## config.mk

```make
export PLATFORM = sky130hd
export DESIGN_NAME = axil_ctrl_regs_flat
export DESIGN_NICKNAME = d
export VERILOG_FILES = /design/src/rtl/axil_ctrl_regs_pkg.sv /design/src/rtl/axil_ctrl_regs_if.sv /design/src/rtl/axil_ctrl_regs.sv /design/src/flat_wrapper.sv
export SDC_FILE = /design/constraint.sdc
export NUM_CORES = 1
export LEC_CHECK = 0
export BUFFER_PORTS_ARGS = -buffer_cell sky130_fd_sc_hd__buf_2
export CAP_MARGIN = 30
export CORE_MARGIN = 2
export CORE_UTILIZATION = 47
export CTS_CLUSTER_DIAMETER = 60
export DETAILED_ROUTE_END_ITERATION = 12
export PLACE_DENSITY = 0.77
export SLEW_MARGIN = 25
export SYNTH_ARGS = -nofsm -noshare
export SYNTH_HDL_FRONTEND = slang
export SYNTH_SLANG_ARGS = --single-unit
```

## constraint.sdc

```tcl
create_clock -name clk -period 4.7 [get_ports clk]
set_input_delay 0 -clock clk [delete_from_list [all_inputs] [get_ports clk]]
set_output_delay 0 -clock clk [all_outputs]
set_load 0.02 [all_outputs]
```

## src/rtl/axil_ctrl_regs_pkg.sv

```systemverilog
// Shared constants and types for the AXI4-Lite control-register block.
// Covers register offsets, command codes, response codes, FSM states and decode helpers.
package axil_ctrl_regs_pkg;

    localparam int REG_WIDTH = 32;

    localparam logic [REG_WIDTH-1:0] CMD_NOP   = 32'h0000_0000;
    localparam logic [REG_WIDTH-1:0] CMD_WRITE = 32'h0000_0001;
    localparam logic [REG_WIDTH-1:0] CMD_READ  = 32'h0000_0002;

    localparam int unsigned OFF_DATA_IN = 32'h0000_0000;
    localparam int unsigned OFF_ADDRESS = 32'h0000_0004;
    localparam int unsigned OFF_CMD     = 32'h0000_0008;
    localparam int unsigned OFF_STATUS  = 32'h0000_000C;
    localparam int unsigned OFF_DATA_O  = 32'h0000_0010;

    localparam logic [1:0] AXI_RESP_OKAY   = 2'b00;
    localparam logic [1:0] AXI_RESP_SLVERR = 2'b10;

    typedef enum logic [0:0] {
        W_IDLE = 1'b0,
        W_RESP = 1'b1
    } wr_state_t;

    typedef enum logic [0:0] {
        R_IDLE = 1'b0,
        R_DATA = 1'b1
    } rd_state_t;

    typedef enum logic [2:0] {
        SEL_DATA_IN = 3'd0,
        SEL_ADDRESS = 3'd1,
        SEL_CMD     = 3'd2,
        SEL_STATUS  = 3'd3,
        SEL_DATA_O  = 3'd4,
        SEL_NONE    = 3'd7
    } reg_sel_t;

    function automatic logic is_writable(input reg_sel_t sel);
        return (sel == SEL_DATA_IN) || (sel == SEL_ADDRESS) || (sel == SEL_CMD);
    endfunction

    function automatic logic is_mapped(input reg_sel_t sel);
        return sel != SEL_NONE;
    endfunction

endpackage

```

## src/rtl/axil_ctrl_regs_if.sv

```systemverilog
// AXI4-Lite bus bundle between the host (master) and the control-register block (slave).
interface axil_ctrl_regs_if
    import axil_ctrl_regs_pkg::*;
#(
    parameter int ADDR_WIDTH = 12,
    parameter int DATA_WIDTH = REG_WIDTH
);
    logic [ADDR_WIDTH-1:0]   awaddr;
    logic                    awvalid;
    logic                    awready;
    logic [DATA_WIDTH-1:0]   wdata;
    logic [DATA_WIDTH/8-1:0] wstrb;
    logic                    wvalid;
    logic                    wready;
    logic [1:0]              bresp;
    logic                    bvalid;
    logic                    bready;
    logic [ADDR_WIDTH-1:0]   araddr;
    logic                    arvalid;
    logic                    arready;
    logic [DATA_WIDTH-1:0]   rdata;
    logic [1:0]              rresp;
    logic                    rvalid;
    logic                    rready;

    modport master (
        output awaddr, awvalid, wdata, wstrb, wvalid, bready, araddr, arvalid, rready,
        input  awready, wready, bresp, bvalid, arready, rdata, rresp, rvalid
    );

    modport slave (
        input  awaddr, awvalid, wdata, wstrb, wvalid, bready, araddr, arvalid, rready,
        output awready, wready, bresp, bvalid, arready, rdata, rresp, rvalid
    );
endinterface

```

## src/rtl/axil_ctrl_regs.sv

```systemverilog
// AXI4-Lite slave holding the data/address/command registers for AXI_top and
// returning its status and output data; independent write and read FSMs.
module axil_ctrl_regs
    import axil_ctrl_regs_pkg::*;
#(
    parameter int ADDR_WIDTH = 12,
    parameter int DATA_WIDTH = REG_WIDTH
) (
    input  logic                  clk,
    input  logic                  reset,
    axil_ctrl_regs_if.slave       s_axil,
    output logic [DATA_WIDTH-1:0] data_in_register,
    output logic [DATA_WIDTH-1:0] address_register,
    output logic [DATA_WIDTH-1:0] cmd_register,
    input  logic [DATA_WIDTH-1:0] status_register,
    input  logic [DATA_WIDTH-1:0] data_o_register
);

    localparam int WORD_W = ADDR_WIDTH - 2;
    localparam int STRB_W = DATA_WIDTH / 8;

    localparam logic [WORD_W-1:0] L_W_DATA_IN = WORD_W'(OFF_DATA_IN >> 2);
    localparam logic [WORD_W-1:0] L_W_ADDRESS = WORD_W'(OFF_ADDRESS >> 2);
    localparam logic [WORD_W-1:0] L_W_CMD     = WORD_W'(OFF_CMD >> 2);
    localparam logic [WORD_W-1:0] L_W_STATUS  = WORD_W'(OFF_STATUS >> 2);
    localparam logic [WORD_W-1:0] L_W_DATA_O  = WORD_W'(OFF_DATA_O >> 2);

    wr_state_t             r_wr_state;
    rd_state_t             r_rd_state;
    logic                  r_awready;
    logic                  r_wready;
    logic                  r_bvalid;
    logic [1:0]            r_bresp;
    logic                  r_arready;
    logic                  r_rvalid;
    logic [1:0]            r_rresp;
    logic [DATA_WIDTH-1:0] r_rdata;
    logic                  r_aw_held;
    logic                  r_w_held;
    logic [ADDR_WIDTH-1:0] r_awaddr;
    logic [DATA_WIDTH-1:0] r_wdata;
    logic [STRB_W-1:0]     r_wstrb;
    logic [DATA_WIDTH-1:0] r_data_in;
    logic [DATA_WIDTH-1:0] r_address;
    logic [DATA_WIDTH-1:0] r_cmd;

    logic                  w_aw_hs;
    logic                  w_w_hs;
    logic                  w_ar_hs;
    logic                  w_wr_fire;
    logic [ADDR_WIDTH-1:0] w_wr_addr;
    logic [DATA_WIDTH-1:0] w_wr_data;
    logic [STRB_W-1:0]     w_wr_strb;
    reg_sel_t              w_wr_sel;
    reg_sel_t              w_rd_sel;
    logic [DATA_WIDTH-1:0] w_rd_data;

    // Only the word index is decoded; the byte lane bits are ignored.
    function automatic reg_sel_t decode_addr(input logic [ADDR_WIDTH-1:0] addr);
        reg_sel_t sel;
        case (addr[ADDR_WIDTH-1:2])
            L_W_DATA_IN: sel = SEL_DATA_IN;
            L_W_ADDRESS: sel = SEL_ADDRESS;
            L_W_CMD:     sel = SEL_CMD;
            L_W_STATUS:  sel = SEL_STATUS;
            L_W_DATA_O:  sel = SEL_DATA_O;
            default:     sel = SEL_NONE;
        endcase
        return sel;
    endfunction

    function automatic logic [DATA_WIDTH-1:0] merge_bytes(
        input logic [DATA_WIDTH-1:0] old_val,
        input logic [DATA_WIDTH-1:0] new_val,
        input logic [STRB_W-1:0]     strb
    );
        logic [DATA_WIDTH-1:0] res;
        res = old_val;
        for (int i = 0; i < STRB_W; i++) begin
            if (strb[i]) begin
                res[8*i +: 8] = new_val[8*i +: 8];
            end else begin
                res[8*i +: 8] = old_val[8*i +: 8];
            end
        end
        return res;
    endfunction

    assign w_aw_hs = s_axil.awvalid & r_awready;
    assign w_w_hs  = s_axil.wvalid & r_wready;
    assign w_ar_hs = s_axil.arvalid & r_arready;

    // Write commit: fires on the edge where both AW and W are available, either held or arriving now.
    always_comb begin
        w_wr_addr = r_aw_held ? r_awaddr : s_axil.awaddr;
        w_wr_data = r_w_held ? r_wdata : s_axil.wdata;
        w_wr_strb = r_w_held ? r_wstrb : s_axil.wstrb;
        w_wr_fire = (r_wr_state == W_IDLE) && (r_aw_held || w_aw_hs) && (r_w_held || w_w_hs);
        w_wr_sel  = decode_addr(w_wr_addr);
    end

    // Read mux, sampled into rdata on the AR handshake.
    always_comb begin
        w_rd_sel = decode_addr(s_axil.araddr);
        case (w_rd_sel)
            SEL_DATA_IN: w_rd_data = r_data_in;
            SEL_ADDRESS: w_rd_data = r_address;
            SEL_CMD:     w_rd_data = r_cmd;
            SEL_STATUS:  w_rd_data = status_register;
            SEL_DATA_O:  w_rd_data = data_o_register;
            default:     w_rd_data = {DATA_WIDTH{1'b0}};
        endcase
    end

    // Write FSM: captures AW/W independently, then holds the response until bready.
    always_ff @(posedge clk or posedge reset) begin
        if (reset) begin
            r_wr_state <= W_IDLE;
            r_awready  <= 1'b0;
            r_wready   <= 1'b0;
            r_bvalid   <= 1'b0;
            r_bresp    <= AXI_RESP_OKAY;
            r_aw_held  <= 1'b0;
            r_w_held   <= 1'b0;
            r_awaddr   <= {ADDR_WIDTH{1'b0}};
            r_wdata    <= {DATA_WIDTH{1'b0}};
            r_wstrb    <= {STRB_W{1'b0}};
        end else begin
            case (r_wr_state)
                W_IDLE: begin
                    if (w_wr_fire) begin
                        r_bresp    <= is_writable(w_wr_sel) ? AXI_RESP_OKAY : AXI_RESP_SLVERR;
                        r_bvalid   <= 1'b1;
                        r_awready  <= 1'b0;
                        r_wready   <= 1'b0;
                        r_aw_held  <= 1'b0;
                        r_w_held   <= 1'b0;
                        r_wr_state <= W_RESP;
                    end else begin
                        if (w_aw_hs) begin
                            r_aw_held <= 1'b1;
                            r_awaddr  <= s_axil.awaddr;
                        end
                        if (w_w_hs) begin
                            r_w_held <= 1'b1;
                            r_wdata  <= s_axil.wdata;
                            r_wstrb  <= s_axil.wstrb;
                        end
                        r_awready <= !(r_aw_held || w_aw_hs);
                        r_wready  <= !(r_w_held || w_w_hs);
                    end
                end
                W_RESP: begin
                    if (s_axil.bready) begin
                        r_bvalid   <= 1'b0;
                        r_awready  <= 1'b1;
                        r_wready   <= 1'b1;
                        r_wr_state <= W_IDLE;
                    end
                end
                default: begin
                    r_bvalid   <= 1'b0;
                    r_awready  <= 1'b0;
                    r_wready   <= 1'b0;
                    r_wr_state <= W_IDLE;
                end
            endcase
        end
    end

    // Registers driven to AXI_top; unmapped and read-only targets leave them untouched.
    always_ff @(posedge clk or posedge reset) begin
        if (reset) begin
            r_data_in <= {DATA_WIDTH{1'b0}};
            r_address <= {DATA_WIDTH{1'b0}};
            r_cmd     <= DATA_WIDTH'(CMD_NOP);
        end else if (w_wr_fire) begin
            case (w_wr_sel)
                SEL_DATA_IN: r_data_in <= merge_bytes(r_data_in, w_wr_data, w_wr_strb);
                SEL_ADDRESS: r_address <= merge_bytes(r_address, w_wr_data, w_wr_strb);
                SEL_CMD:     r_cmd     <= merge_bytes(r_cmd, w_wr_data, w_wr_strb);
                default: begin
                    r_data_in <= r_data_in;
                end
            endcase
        end
    end

    // Read FSM: rdata/rresp are frozen from the AR handshake until rready.
    always_ff @(posedge clk or posedge reset) begin
        if (reset) begin
            r_rd_state <= R_IDLE;
            r_arready  <= 1'b0;
            r_rvalid   <= 1'b0;
            r_rresp    <= AXI_RESP_OKAY;
            r_rdata    <= {DATA_WIDTH{1'b0}};
        end else begin
            case (r_rd_state)
                R_IDLE: begin
                    if (w_ar_hs) begin
                        r_rdata    <= w_rd_data;
                        r_rresp    <= is_mapped(w_rd_sel) ? AXI_RESP_OKAY : AXI_RESP_SLVERR;
                        r_rvalid   <= 1'b1;
                        r_arready  <= 1'b0;
                        r_rd_state <= R_DATA;
                    end else begin
                        r_arready <= 1'b1;
                    end
                end
                R_DATA: begin
                    if (s_axil.rready) begin
                        r_rvalid   <= 1'b0;
                        r_arready  <= 1'b1;
                        r_rd_state <= R_IDLE;
                    end
                end
                default: begin
                    r_rvalid   <= 1'b0;
                    r_arready  <= 1'b0;
                    r_rd_state <= R_IDLE;
                end
            endcase
        end
    end

    assign s_axil.awready = r_awready;
    assign s_axil.wready  = r_wready;
    assign s_axil.bvalid  = r_bvalid;
    assign s_axil.bresp   = r_bresp;
    assign s_axil.arready = r_arready;
    assign s_axil.rvalid  = r_rvalid;
    assign s_axil.rresp   = r_rresp;
    assign s_axil.rdata   = r_rdata;

    assign data_in_register = r_data_in;
    assign address_register = r_address;
    assign cmd_register     = r_cmd;

endmodule
```

## src/flat_wrapper.sv

```systemverilog
// flat-port wrapper written by rule: the top's interface ports become plain ports
module axil_ctrl_regs_flat import axil_ctrl_regs_pkg::*;
#(
    parameter int ADDR_WIDTH = 12,
    parameter int DATA_WIDTH = REG_WIDTH
)
  (clk, reset, data_in_register, address_register, cmd_register, status_register, data_o_register, s_axil_awaddr, s_axil_awvalid, s_axil_wdata, s_axil_wstrb, s_axil_wvalid, s_axil_bready, s_axil_araddr, s_axil_arvalid, s_axil_rready, s_axil_awready, s_axil_wready, s_axil_bresp, s_axil_bvalid, s_axil_arready, s_axil_rdata, s_axil_rresp, s_axil_rvalid);
  axil_ctrl_regs_if #(.ADDR_WIDTH(ADDR_WIDTH), .DATA_WIDTH(DATA_WIDTH)) s_axil_i ();
  input  logic clk;
  input  logic reset;
  output logic [DATA_WIDTH-1:0] data_in_register;
  output logic [DATA_WIDTH-1:0] address_register;
  output logic [DATA_WIDTH-1:0] cmd_register;
  input  logic [DATA_WIDTH-1:0] status_register;
  input  logic [DATA_WIDTH-1:0] data_o_register;
  input wire logic [$bits(s_axil_i.awaddr)-1:0] s_axil_awaddr;
  input wire logic [$bits(s_axil_i.awvalid)-1:0] s_axil_awvalid;
  input wire logic [$bits(s_axil_i.wdata)-1:0] s_axil_wdata;
  input wire logic [$bits(s_axil_i.wstrb)-1:0] s_axil_wstrb;
  input wire logic [$bits(s_axil_i.wvalid)-1:0] s_axil_wvalid;
  input wire logic [$bits(s_axil_i.bready)-1:0] s_axil_bready;
  input wire logic [$bits(s_axil_i.araddr)-1:0] s_axil_araddr;
  input wire logic [$bits(s_axil_i.arvalid)-1:0] s_axil_arvalid;
  input wire logic [$bits(s_axil_i.rready)-1:0] s_axil_rready;
  output wire logic [$bits(s_axil_i.awready)-1:0] s_axil_awready;
  output wire logic [$bits(s_axil_i.wready)-1:0] s_axil_wready;
  output wire logic [$bits(s_axil_i.bresp)-1:0] s_axil_bresp;
  output wire logic [$bits(s_axil_i.bvalid)-1:0] s_axil_bvalid;
  output wire logic [$bits(s_axil_i.arready)-1:0] s_axil_arready;
  output wire logic [$bits(s_axil_i.rdata)-1:0] s_axil_rdata;
  output wire logic [$bits(s_axil_i.rresp)-1:0] s_axil_rresp;
  output wire logic [$bits(s_axil_i.rvalid)-1:0] s_axil_rvalid;
  assign s_axil_i.awaddr = s_axil_awaddr;
  assign s_axil_i.awvalid = s_axil_awvalid;
  assign s_axil_i.wdata = s_axil_wdata;
  assign s_axil_i.wstrb = s_axil_wstrb;
  assign s_axil_i.wvalid = s_axil_wvalid;
  assign s_axil_i.bready = s_axil_bready;
  assign s_axil_i.araddr = s_axil_araddr;
  assign s_axil_i.arvalid = s_axil_arvalid;
  assign s_axil_i.rready = s_axil_rready;
  assign s_axil_awready = s_axil_i.awready;
  assign s_axil_wready = s_axil_i.wready;
  assign s_axil_bresp = s_axil_i.bresp;
  assign s_axil_bvalid = s_axil_i.bvalid;
  assign s_axil_arready = s_axil_i.arready;
  assign s_axil_rdata = s_axil_i.rdata;
  assign s_axil_rresp = s_axil_i.rresp;
  assign s_axil_rvalid = s_axil_i.rvalid;
  axil_ctrl_regs #(.ADDR_WIDTH(ADDR_WIDTH), .DATA_WIDTH(DATA_WIDTH)) u_core (.clk(clk), .reset(reset), .s_axil(s_axil_i), .data_in_register(data_in_register), .address_register(address_register), .cmd_register(cmd_register), .status_register(status_register), .data_o_register(data_o_register));
endmodule
```

==> metrics.md, run 1 <==
| Metric | Value |
|---|---|
| H-tree Lvls | 4 |
| Post-Synth Adder-Cell Area | 0% |
| Largest family of logic cells by synthesized area | multiplexers |
| Outcome | finished, final reports clean |
| Drt drc | 0 |
| Die Height | 140.7 um |
| Worst VDD drop | 0.2440 mV |
| Minimum clock period | 2.832 ns |
| Drt pass-1 iters | 5 |
| Initial Utilization | 48.38% |
| GRT Total Usage | 26.50% |
| Most frequent cells in the layout | buf_2 (261), dfrtp_1 (184), mux2_2 (171), dlygate4sd3_1 (74), a22oi_1 (48) |
| Per-cell routed wire length | 21.52 um |
| Net count, final | 1110 |
| Gpl congestion | 0.8289 |
| Total CTS buffers | 17 |
| Post-Synth Simple-Gate Area | 6.171% |
| DRT iter0 DRCs | 398 |
| Post-Syn Area | 0.008780 mm^2 |
| Post-Synth XOR/XNOR Area | 0% |
| Die Area | 0.01979 mm^2 |
| Largest net degree at the start of global routing | 186 |
| Clock sinks | 185 |
| Number of max-cap violations | 0 |
| First-pass GRT wire length | 40250 um |
| Max Fclk | 353.1 MHz |
| Vias in the first global route | 7215 |
| Synthesized instance count | 651 |
| Clock Skew | 0.01106 ns |
| Routed WL | 26280 um |
| Yosys cell types | 41 |
| Worst-Margin Slew | 0.8512 ns |
| Period utilization | 60.26% |
| Leak pwr | 5.842 nW |
| Total power | 4.674 mW |
| Post-synth top flop | dfrtp_1 |
| Dominant cell type by area after synthesis | dfrtp_1 |
| Antenna viol nets, final | 0 |
| Clock Path Buffers | 2 |
| Post-synth EDFFs | 0 |
| Fin. max-slew vios | 0 |
| Post_cts resized | 0 |
| Required time worst endpoint | 5.00 ns |
| Routed vias/inst | 5.748 |
| Buffers on Ports | 261 |
| Setup slack, reg-to-reg | 1.87 ns |
| Top cells by area, synth | dfrtp_1 (53%), mux2_2 (22%), mux2i_1 (4.8%), a22oi_1 (4.1%), nor4_4 (2.9%) |
| I/O pin count | 268 |
| Final setup violating endpoints | 0 |
| Row count | 49 |
| Post-synthesis mux area share | 28.22% |
| Clock root buffer | clkbuf_16 |
| Fin. Hold Viols | 0 |
| Post-synthesis sequential area ratio | 52.73% |
| Clk Latency, worst-skew pair | 0.42 ns |
| Clock transition at path regs | 0.07 ns |
| Syn Area/Cell | 13.49 um^2 |
| Slew headroom | 42.83% |
| Worst Path Arrival | 3.14 ns |
| YS warnings | 0 |
| Worst setup path class | reg2reg |
| RSZ-0062 raised after global routing | no |
| Core area | 0.01815 mm^2 |
| Top-area cell type share of the netlist area | 52.73% |
| PwrDens | 398.9 mW/mm^2 |
| Initial antenna violation count | 0 |
| Synth Area in Compound Gates | 10.52% |
| Die X | 140.7 um |
| Worst setup EP type | flop |
| Via count | 7018 |
| Post-synth ARST share | 100.0% |
| CTS tree | yes |
| Commonest non-fill, non-tap cell in the layout | buf_2 |
| Share of post-route cells with drive strength above 1 | 51.41% |
| Setup tns final | 0 ns |
| Syn-to-layout area delta | 33.46% |
| Ant diodes | 0 |
| FF+latch count, synth | 185 |
| Worst hold path class | in2reg |
| Dpl hpwl | 17150 um |
| Maximum fanout along the worst path | 13 |
| Startpoint class of the critical path | flop |
| Final global-route overflow total | 0 |
[metal layers]
layer	vias to the layer above	GRT usage, %	part of all wire (%)
met5	-	0	0
met4	0	7.632	1.9
met3	37	6.590	6.7
met2	268	45.29	49
met1	3599	33.63	42
li1	3114	-	-
[report_power, final]
group          internal (mW)  total [mW]  switching (mW)
Clock                  0.804        1.43           0.629
Sequential              1.85        2.05           0.191
Combinational          0.589        1.19           0.605
Total                   3.25        4.67            1.43
[metrics by stage]
stage          instance area, um^2  setup WS, ns  hold slack (ns)  utilization [%]  std cells
2_1_floorplan                 8787         2.188           0.1391                -        652
3_3_place_gp                 10300         1.736           0.2235            56.74       1112
3_5_place_dp                 10340         1.641           0.2339            56.96       1113
4_1_cts                      11660         1.670          0.01631            64.27       1219
5_1_grt                      11720         1.732          0.05009            64.57       1221
6_report                     11720         1.868          0.03113            64.57       1221
[synthesized netlist by cell type (3+ instances only)]
cell / count
o22ai_1: 8
o21ai_0: 33
nand2b_1: 3
mux2_2: 171
a21oi_1: 13
or4_1: 3
mux2_4: 8
a22oi_1: 48
nor2_1: 7
nand4_1: 4
clkbuf_1: 33
mux2i_1: 42
nor2b_1: 3
o22a_1: 24
nand2_1: 19
nor4_4: 12
buf_1: 3
dfrtp_1: 185
[path summary, 6_finish.rpt]
| path | endpoint | depth (start not counted) | from |
|---|---|---|---|
| worst max-delay path | u_core.address_register[8] | 4 | u_core.r_aw_held |
| worst min-delay path | u_core.r_w_held | 4 | s_axil_wvalid |
| worst max register to register | u_core.address_register[8] | 4 | u_core.r_aw_held |
| worst min register to register | u_core.s_axil.bvalid | 1 | u_core.s_axil.bvalid |
| max in group asynchronous | u_core.s_axil.rdata[0] | 5 | reset |
| min in group asynchronous | u_core.cmd_register[30] | 4 | reset |
[registers in the layout (all words and copies together) (netlist names), 4 cells and up]
| register | cells |
|---|---|
| u_core.address_register | 32 |
| u_core.cmd_register | 32 |
| u_core.data_in_register | 32 |
| u_core.r_wdata | 32 |
| u_core.s_axil.rdata | 32 |
| u_core.r_awaddr | 10 |
| u_core.r_wstrb | 4 |
[kinds of logic after synthesis]
group	Yosys count
AOI/OAI and AO/OA	134
buffers and inverters	44
other	1
and+or+nand+nor	65
muxes	222
DFF	185
[worst max-delay path: stages, from the launching register on]
cell and delay, ns:
dfrtp_1 0.59, or4b_1 0.47, o22a_2 0.45, nor4_4 0.78, mux2_2 0.41
[layout make-up]
cell class                 count  area (um^2)
sequential                   185         4631
inverter                       3        15.01
multi-input combinational    423         3975
fill                        1391         6430
timing repair buffer         349         2225
clock inverter                13        142.6
clock buffer                  19        442.9
tap                          229        286.5
[timing repair]
item                      4_1_cts  5_1_grt
hold endpoints to repair      346        0
hold buffers                   74        0
buffers inserted                0        0
(Power assumes the default switching activity.)
==> run 2, diff against run 1 <==
- clock period: 4.7 -> 2.38 ns (I/O delays scaled with it)
==> metrics.md, run 2 (synthesized netlist as in run 1, its figures left out) <==
| Metric | Value |
|---|---|
| Dpl cells | 1135 (+2.0%) |
| Final core occ | 66.19% (+1.6 points) |
| H-tree Lvls | 4 (unchanged) |
| Minimum clock period | 2.335 ns (-0.4974 ns) |
| Syn-to-layout area delta | 36.81% |
| Worst Hold Launch | status_register[0] |
| Worst Path Arrival | 2.65 ns (-0.49 ns) |
| Routed vias/inst | 5.737 (-0.19%) |
| Fin. max-slew vios | 0 (unchanged) |
| Outcome | finished, final reports clean |
| # fillers | 1311 (-5.8%) |
| Placed cell area | 0.01064 mm^2 (+3.0%) |
| Sw Pwr | 2.815 mW (+97%) |
| Commonest non-fill, non-tap cell in the layout | buf_2 |
| Max Fclk | 428.3 MHz (+21%) |
| Initial Utilization | 48.38% (unchanged) |
| Die Height | 140.7 um (unchanged) |
| Gpl congestion | 0.8189 (-1.2%) |
| Total CTS buffers | 17 (unchanged) |
| Setup slack, reg-to-reg | 0.05 ns (-1.82 ns) |
| Per-cell routed wire length | 21.37 um (-0.72%) |
| Worst VDD drop | 0.4922 mV (+100%) |
| Clock transition at path regs | 0.07 ns (about the same) |
| Post-route design area | 0.01201 mm^2 (+2.5%) |
| Crit-path slowest cell | or4b_4 |
| Fin. Hold Viols | 0 (unchanged) |
| Die Area | 0.01979 mm^2 (unchanged) |
| Clk pwr share | 30.4% (-0.3 points) |
| Worst hold path class | in2reg |
| Combinational power share | 26.3% (+0.7 points) |
| Sw frac | 30.42% (-0.092 points) |
| Setup tns final | 0 ns (unchanged) |
| Net count, final | 1133 (+2.1%) |
| M1 WL | 10910 um (-1.6%) |
| Startpoint class of the critical path | flop |
| Most frequent cells in the layout | buf_2 (261), dfrtp_1 (184), mux2_2 (171), dlygate4sd3_1 (75), a22oi_1 (48) |
| Worst setup path class | reg2reg |
| DRT iter0 DRCs | 319 (-20%) |
| Fin cells | 1245 (+2.0%) |
| Clock sinks | 185 (unchanged) |
| Hold_ws | 0.02916 ns (-0.001964 ns) |
| Vias in the first global route | 7317 (+1.4%) |
| I/O pin count | 268 (unchanged) |
| Largest net degree at the start of global routing | 81 (-56%) |
| Maximum fanout along the worst path | 8 (-5) |
| Highest cell delay on the worst timing path | 0.58 ns (-0.20 ns) |
| First-pass GRT wire length | 40270 um (about the same) |
| Hold-critical path depth | 5 (+1) |
| Drt pass-1 iters | 5 (unchanged) |
| Endpoint, Worst Hold | u_core.s_axil.rdata[0] |
| Internal power | 6.440 mW (+98%) |
| WL met2 | 12940 um (about the same) |
| Seq pwr share | 43.3% (-0.5 points) |
| Final global-route overflow total | 0 (unchanged) |
| Drt drc | 0 (unchanged) |
| CP cell instances | or4b_4 > o22a_4 > nor4_4 > buf_12 > mux2_2 |
| Worst setup EP type | flop |
| Clock root buffer | clkbuf_16 |
| Final setup violating endpoints | 0 (unchanged) |
| Dpl hpwl | 17350 um (+1.2%) |
| Setup Buffers After CTS | 0 (unchanged) |
| Reg2reg path depth | 5 (+1) |
| Routed WL | 26600 um (+1.2%) |
| Top layer in use | met4 |
| Slew headroom | 62.70% (+20 points) |
| Via count | 7142 (+1.8%) |
| Clk Latency, worst-skew pair | 0.43 ns (about the same) |
| GRT Total Usage | 26.57% (+0.063 points) |
| Worst-Margin Slew | 0.5584 ns (-0.2928 ns) |
| Clock Skew | 0.01141 ns (+0.0003519 ns) |
| PwrDens | 770.5 mW/mm^2 (+93%) |
| Period utilization | 98.10% (+38 points) |
| End of the worst register-to-register path | u_core.data_in_register[19] |
| Required time worst endpoint | 2.69 ns (-2.31 ns) |
| Clock Path Buffers | 2 (unchanged) |
| Die X | 140.7 um (unchanged) |
| Core area | 0.01815 mm^2 (unchanged) |
| RR Startpoint | u_core.r_awaddr[7] |
| Antenna viol nets, final | 0 (unchanged) |
| Buffers on Ports | 261 (unchanged) |
| Leak pwr | 5.955 nW (+1.9%) |
| Met3 WL | 2012 um (+14%) |
| CTS tree | yes |
| Row count | 49 (unchanged) |
| Initial antenna violation count | 0 (unchanged) |
| Share of post-route cells with drive strength above 1 | 52.32% (+0.90 points) |
| Number of max-cap violations | 0 (unchanged) |
run 2: cell count changes in the layout (fill, tap and decap cells not counted), moves of 2 or more:
cell	change
buf_12	+13
buf_4	+9
buf_16	-3
clkbuf_1	+3
clkinv_2	-3
or4b_1	-2
or4b_4	+2
run 2: cell type report:
cell class                 instances  area (um^2)  share of cell area (%)
inverter                           3        15.01                  0.1250
clock buffer                      23        467.9                   3.896
timing repair buffer             370         2491                   20.74
clock inverter                     9        115.1                  0.9583
antenna                            1        2.502                 0.02083
tap                              229        286.5                   2.385
multi-input combinational        425         4003                   33.32
sequential                       185         4631                   38.55
run 2: repair_timing:
item	4_1_cts	5_1_grt
endpoints found under the setup margin	0	47
hold endpoints to repair	184	0
gates resized for setup	0	3
hold buffers	75	0
run 2: worst max-delay path: cells and delay by family, from the launching register on:
kind	cells	cell delay (ns)
simple gates	2	0.92
flops	1	0.40
compound gates	1	0.36
mux	1	0.34
buf+inv	1	0.18
run 2: worst max path at each step:
stage / start / end / slack, ns / cells past startpoint
3_3_place_gp: u_core.r_awaddr[5] / u_core.data_in_register[9] / 0.09 / 5
6_report: u_core.r_awaddr[7] / u_core.data_in_register[19] / 0.05 / 5
5_1_grt: u_core.r_awaddr[7] / u_core.data_in_register[24] / -0.007 / 5
4_1_cts: u_core.r_awaddr[5] / u_core.data_in_register[27] / 0.03 / 5
3_5_place_dp: u_core.r_awaddr[5] / u_core.data_in_register[27] / 0.06 / 5
2_1_floorplan: u_core.r_aw_held / u_core.cmd_register[28] / -0.05 / 6
run 2: metrics by stage:
step           setup WS (ns)  power [mW]
2_1_floorplan       -0.05206       5.633
3_3_place_gp         0.08854       6.217
3_5_place_dp         0.05621       6.312
4_1_cts              0.03280       9.216
5_1_grt            -0.007460       9.652
6_report             0.04517       9.255
run 2: power by group through the flow:
stage / logic (mW) / registers, mW / clock network (mW)
finish: 2.43 / 4.01 / 2.82
detailed placement: 2.29 / 4.02 / 0
CTS: 2.39 / 3.97 / 2.86
global placement: 2.23 / 3.99 / 0
global route: 2.61 / 4.05 / 2.99
floorplan: 1.61 / 4.03 / 0
run 2: per-layer routing:
metal	vias to the layer above	global-route usage [%]
met4	0	10.68
li1	3169	-
met1	3535	33.52
met3	62	5.673
met5	-	0
met2	376	44.85
==> run 3, diff against run 2 <==
- BUFFER_PORTS_ARGS: -buffer_cell sky130_fd_sc_hd__buf_2 -> -buffer_cell sky130_fd_sc_hd__buf_4
- CORE_UTILIZATION: 47 -> 23
- PLACE_DENSITY: 0.77 -> not set
==> metrics.md, run 3 (synthesized netlist as in run 1, its figures left out) <==
| Metric | Value |
|---|---|
| Leak pwr | 6.270 nW (+5.3%) |
| Worst-Margin Slew | 0.7691 ns (+0.2108 ns) |
| H-tree Lvls | 4 (unchanged) |
| Die Height | 199.4 um (+42%) |
| Combinational power share | 26.9% (+0.6 points) |
| Setup slack, reg-to-reg | 0.04 ns (about the same) |
| Clock transition at path regs | 0.08 ns (about the same) |
| Syn-to-layout area delta | 52.56% |
| Total power | 9.855 mW (+6.5%) |
| Routed WL | 32080 um (+21%) |
| Maximum fanout along the worst path | 8 (unchanged) |
| Worst hold path class | in2reg |
| Number of max-cap violations | 0 (unchanged) |
| Outcome | finished, final reports clean |
| Period utilization | 98.22% (+0.12 points) |
| Clock sinks | 185 (unchanged) |
| Core area | 0.03767 mm^2 (+110%) |
| Worst Hold Launch | data_o_register[18] |
| Antenna viol nets, final | 0 (unchanged) |
| End of the worst register-to-register path | u_core.cmd_register[21] |
| Dpl cells | 1427 (+26%) |
| Drt drc | 0 (unchanged) |
| Startpoint class of the critical path | flop |
| Sw Pwr | 2.995 mW (+6.4%) |
| Max Fclk | 427.8 MHz (-0.12%) |
| Dpl hpwl | 22140 um (+28%) |
| Clock root buffer | clkbuf_16 |
| Largest net degree at the start of global routing | 46 (-43%) |
| Most frequent cells in the layout | buf_4 (288), dfrtp_1 (184), mux2_2 (171), dlygate4sd3_1 (90), a22oi_1 (48) |
| Via count | 7184 (+0.59%) |
| Minimum clock period | 2.338 ns (+0.002838 ns) |
| GRT Total Usage | 15.78% (-11 points) |
| Worst setup path class | reg2reg |
| Die Area | 0.03975 mm^2 (+100%) |
| Commonest non-fill, non-tap cell in the layout | buf_4 |
| Drt pass-1 iters | 4 (-1) |
| Required time worst endpoint | 2.71 ns (+0.02 ns) |
| Post-route design area | 0.01339 mm^2 (+12%) |
| DRT iter0 DRCs | 286 (-10%) |
| Die X | 199.4 um (+42%) |
| PwrDens | 735.8 mW/mm^2 (-4.5%) |
| Clk Latency, worst-skew pair | 0.45 ns (+0.02 ns) |
| Final setup violating endpoints | 0 (unchanged) |
| Fin cells | 1553 (+25%) |
| Vias in the first global route | 7343 (+0.36%) |
| Net count, final | 1159 (+2.3%) |
| Clk pwr share | 32.4% (+2.0 points) |
| Seq pwr share | 40.6% (-2.7 points) |
| Per-cell routed wire length | 20.65 um (-3.3%) |
| Total CTS buffers | 17 (unchanged) |
| Row count | 71 (+45%) |
| I/O pin count | 268 (unchanged) |
| Share of post-route cells with drive strength above 1 | 52.40% (+0.089 points) |
| Worst VDD drop | 0.4318 mV (-12%) |
| Initial Utilization | 23.31% (-25 points) |
| Internal power | 6.860 mW (+6.5%) |
| First-pass GRT wire length | 45600 um (+13%) |
| Reg2reg path depth | 5 (unchanged) |
| Fin. Hold Viols | 0 (unchanged) |
| RR Startpoint | u_core.r_aw_held |
| Worst setup EP type | flop |
| CTS tree | yes |
| Sw frac | 30.39% (about the same) |
| Beginning of the critical path | u_core.r_aw_held |
| Clock Path Buffers | 2 (unchanged) |
| Clock Skew | 0.01241 ns (+0.0009944 ns) |
| Initial antenna violation count | 2 (+2) |
| Gpl congestion | 0.7738 (-5.5%) |
| Setup Buffers After CTS | 0 (unchanged) |
| Placed cell area | 0.01177 mm^2 (+11%) |
| Fin. max-slew vios | 0 (unchanged) |
| Buffers on Ports | 261 (unchanged) |
| Worst Path Arrival | 2.67 ns (+0.02 ns) |
| Slew headroom | 48.72% (-14 points) |
| Final global-route overflow total | 0 (unchanged) |
| Routed vias/inst | 4.626 (-19%) |
| Critical Path End | u_core.cmd_register[21] |
-- run 3: power by group through the flow --
stage / combinational (mW) / sequential [mW] / clock [mW]
finish: 2.66 / 4.01 / 3.19
global route: 2.86 / 4.06 / 3.40
CTS: 2.65 / 3.97 / 3.28
detailed placement: 2.52 / 4.03 / 0
global placement: 2.46 / 4.00 / 0
floorplan: 1.61 / 4.03 / 0
-- run 3: layout make-up --
cell class              count  area, um^2
fillers                  3727       24270
flip-flops and latches    185        4631
multi-input cells         425        4029
repair buffers            396        3431
well taps                 511       639.4
clock buffers              18       429.2
clock inverters            13       215.2
inverters                   3       15.01
diodes                      2       5.005
-- run 3: timing repair --
action                                 CTS  global route
hold buffers                            90             0
setup endpoints to repair                0            55
resized for setup                        0             4
endpoints found under the hold margin  194             0
-- run 3: routing by layer --
layer,global-route usage [%],vias up,routed length (um)
li1,-,3220,-
met1,19.97,3612,13460
met2,26.13,297,15460
met3,3.949,55,2232
met4,5.542,0,923
met5,0,-,0
-- run 3: how the worst min path moves through the flow --
stage	end	slack, ns	cells after the start
after floorplan	u_core.s_axil.rdata[10]	0.14	2
after global placement	u_core.s_axil.rdata[8]	0.23	3
after detailed placement	u_core.s_axil.rdata[24]	0.24	3
after CTS	u_core.s_axil.rdata[2]	0.006	4
after global routing	u_core.s_axil.rdata[25]	0.03	4
final	u_core.s_axil.rdata[18]	0.03	4
-- run 3: per-stage QoR --
stage | setup WS, ns | utilization [%] | hold WS (ns) | setup TNS, ns
3_5_place_dp | 0.04817 | 31.26 | 0.2386 | 0
4_1_cts | 0.006771 | 35.36 | 0.005741 | 0
2_1_floorplan | -0.05206 | - | 0.1391 | -0.4165
6_report | 0.04233 | 35.56 | 0.02753 | 0
3_3_place_gp | 0.06456 | 31.26 | 0.2266 | 0
5_1_grt | -0.002532 | 35.56 | 0.02861 | -0.002532
-- run 3: worst max-delay path, cell delays in order, from the launching register on --
cell	delay, ns
dfrtp_1	0.45
or4b_4	0.53
o22a_4	0.34
nor4_4	0.37
buf_12	0.18
mux2_2	0.33
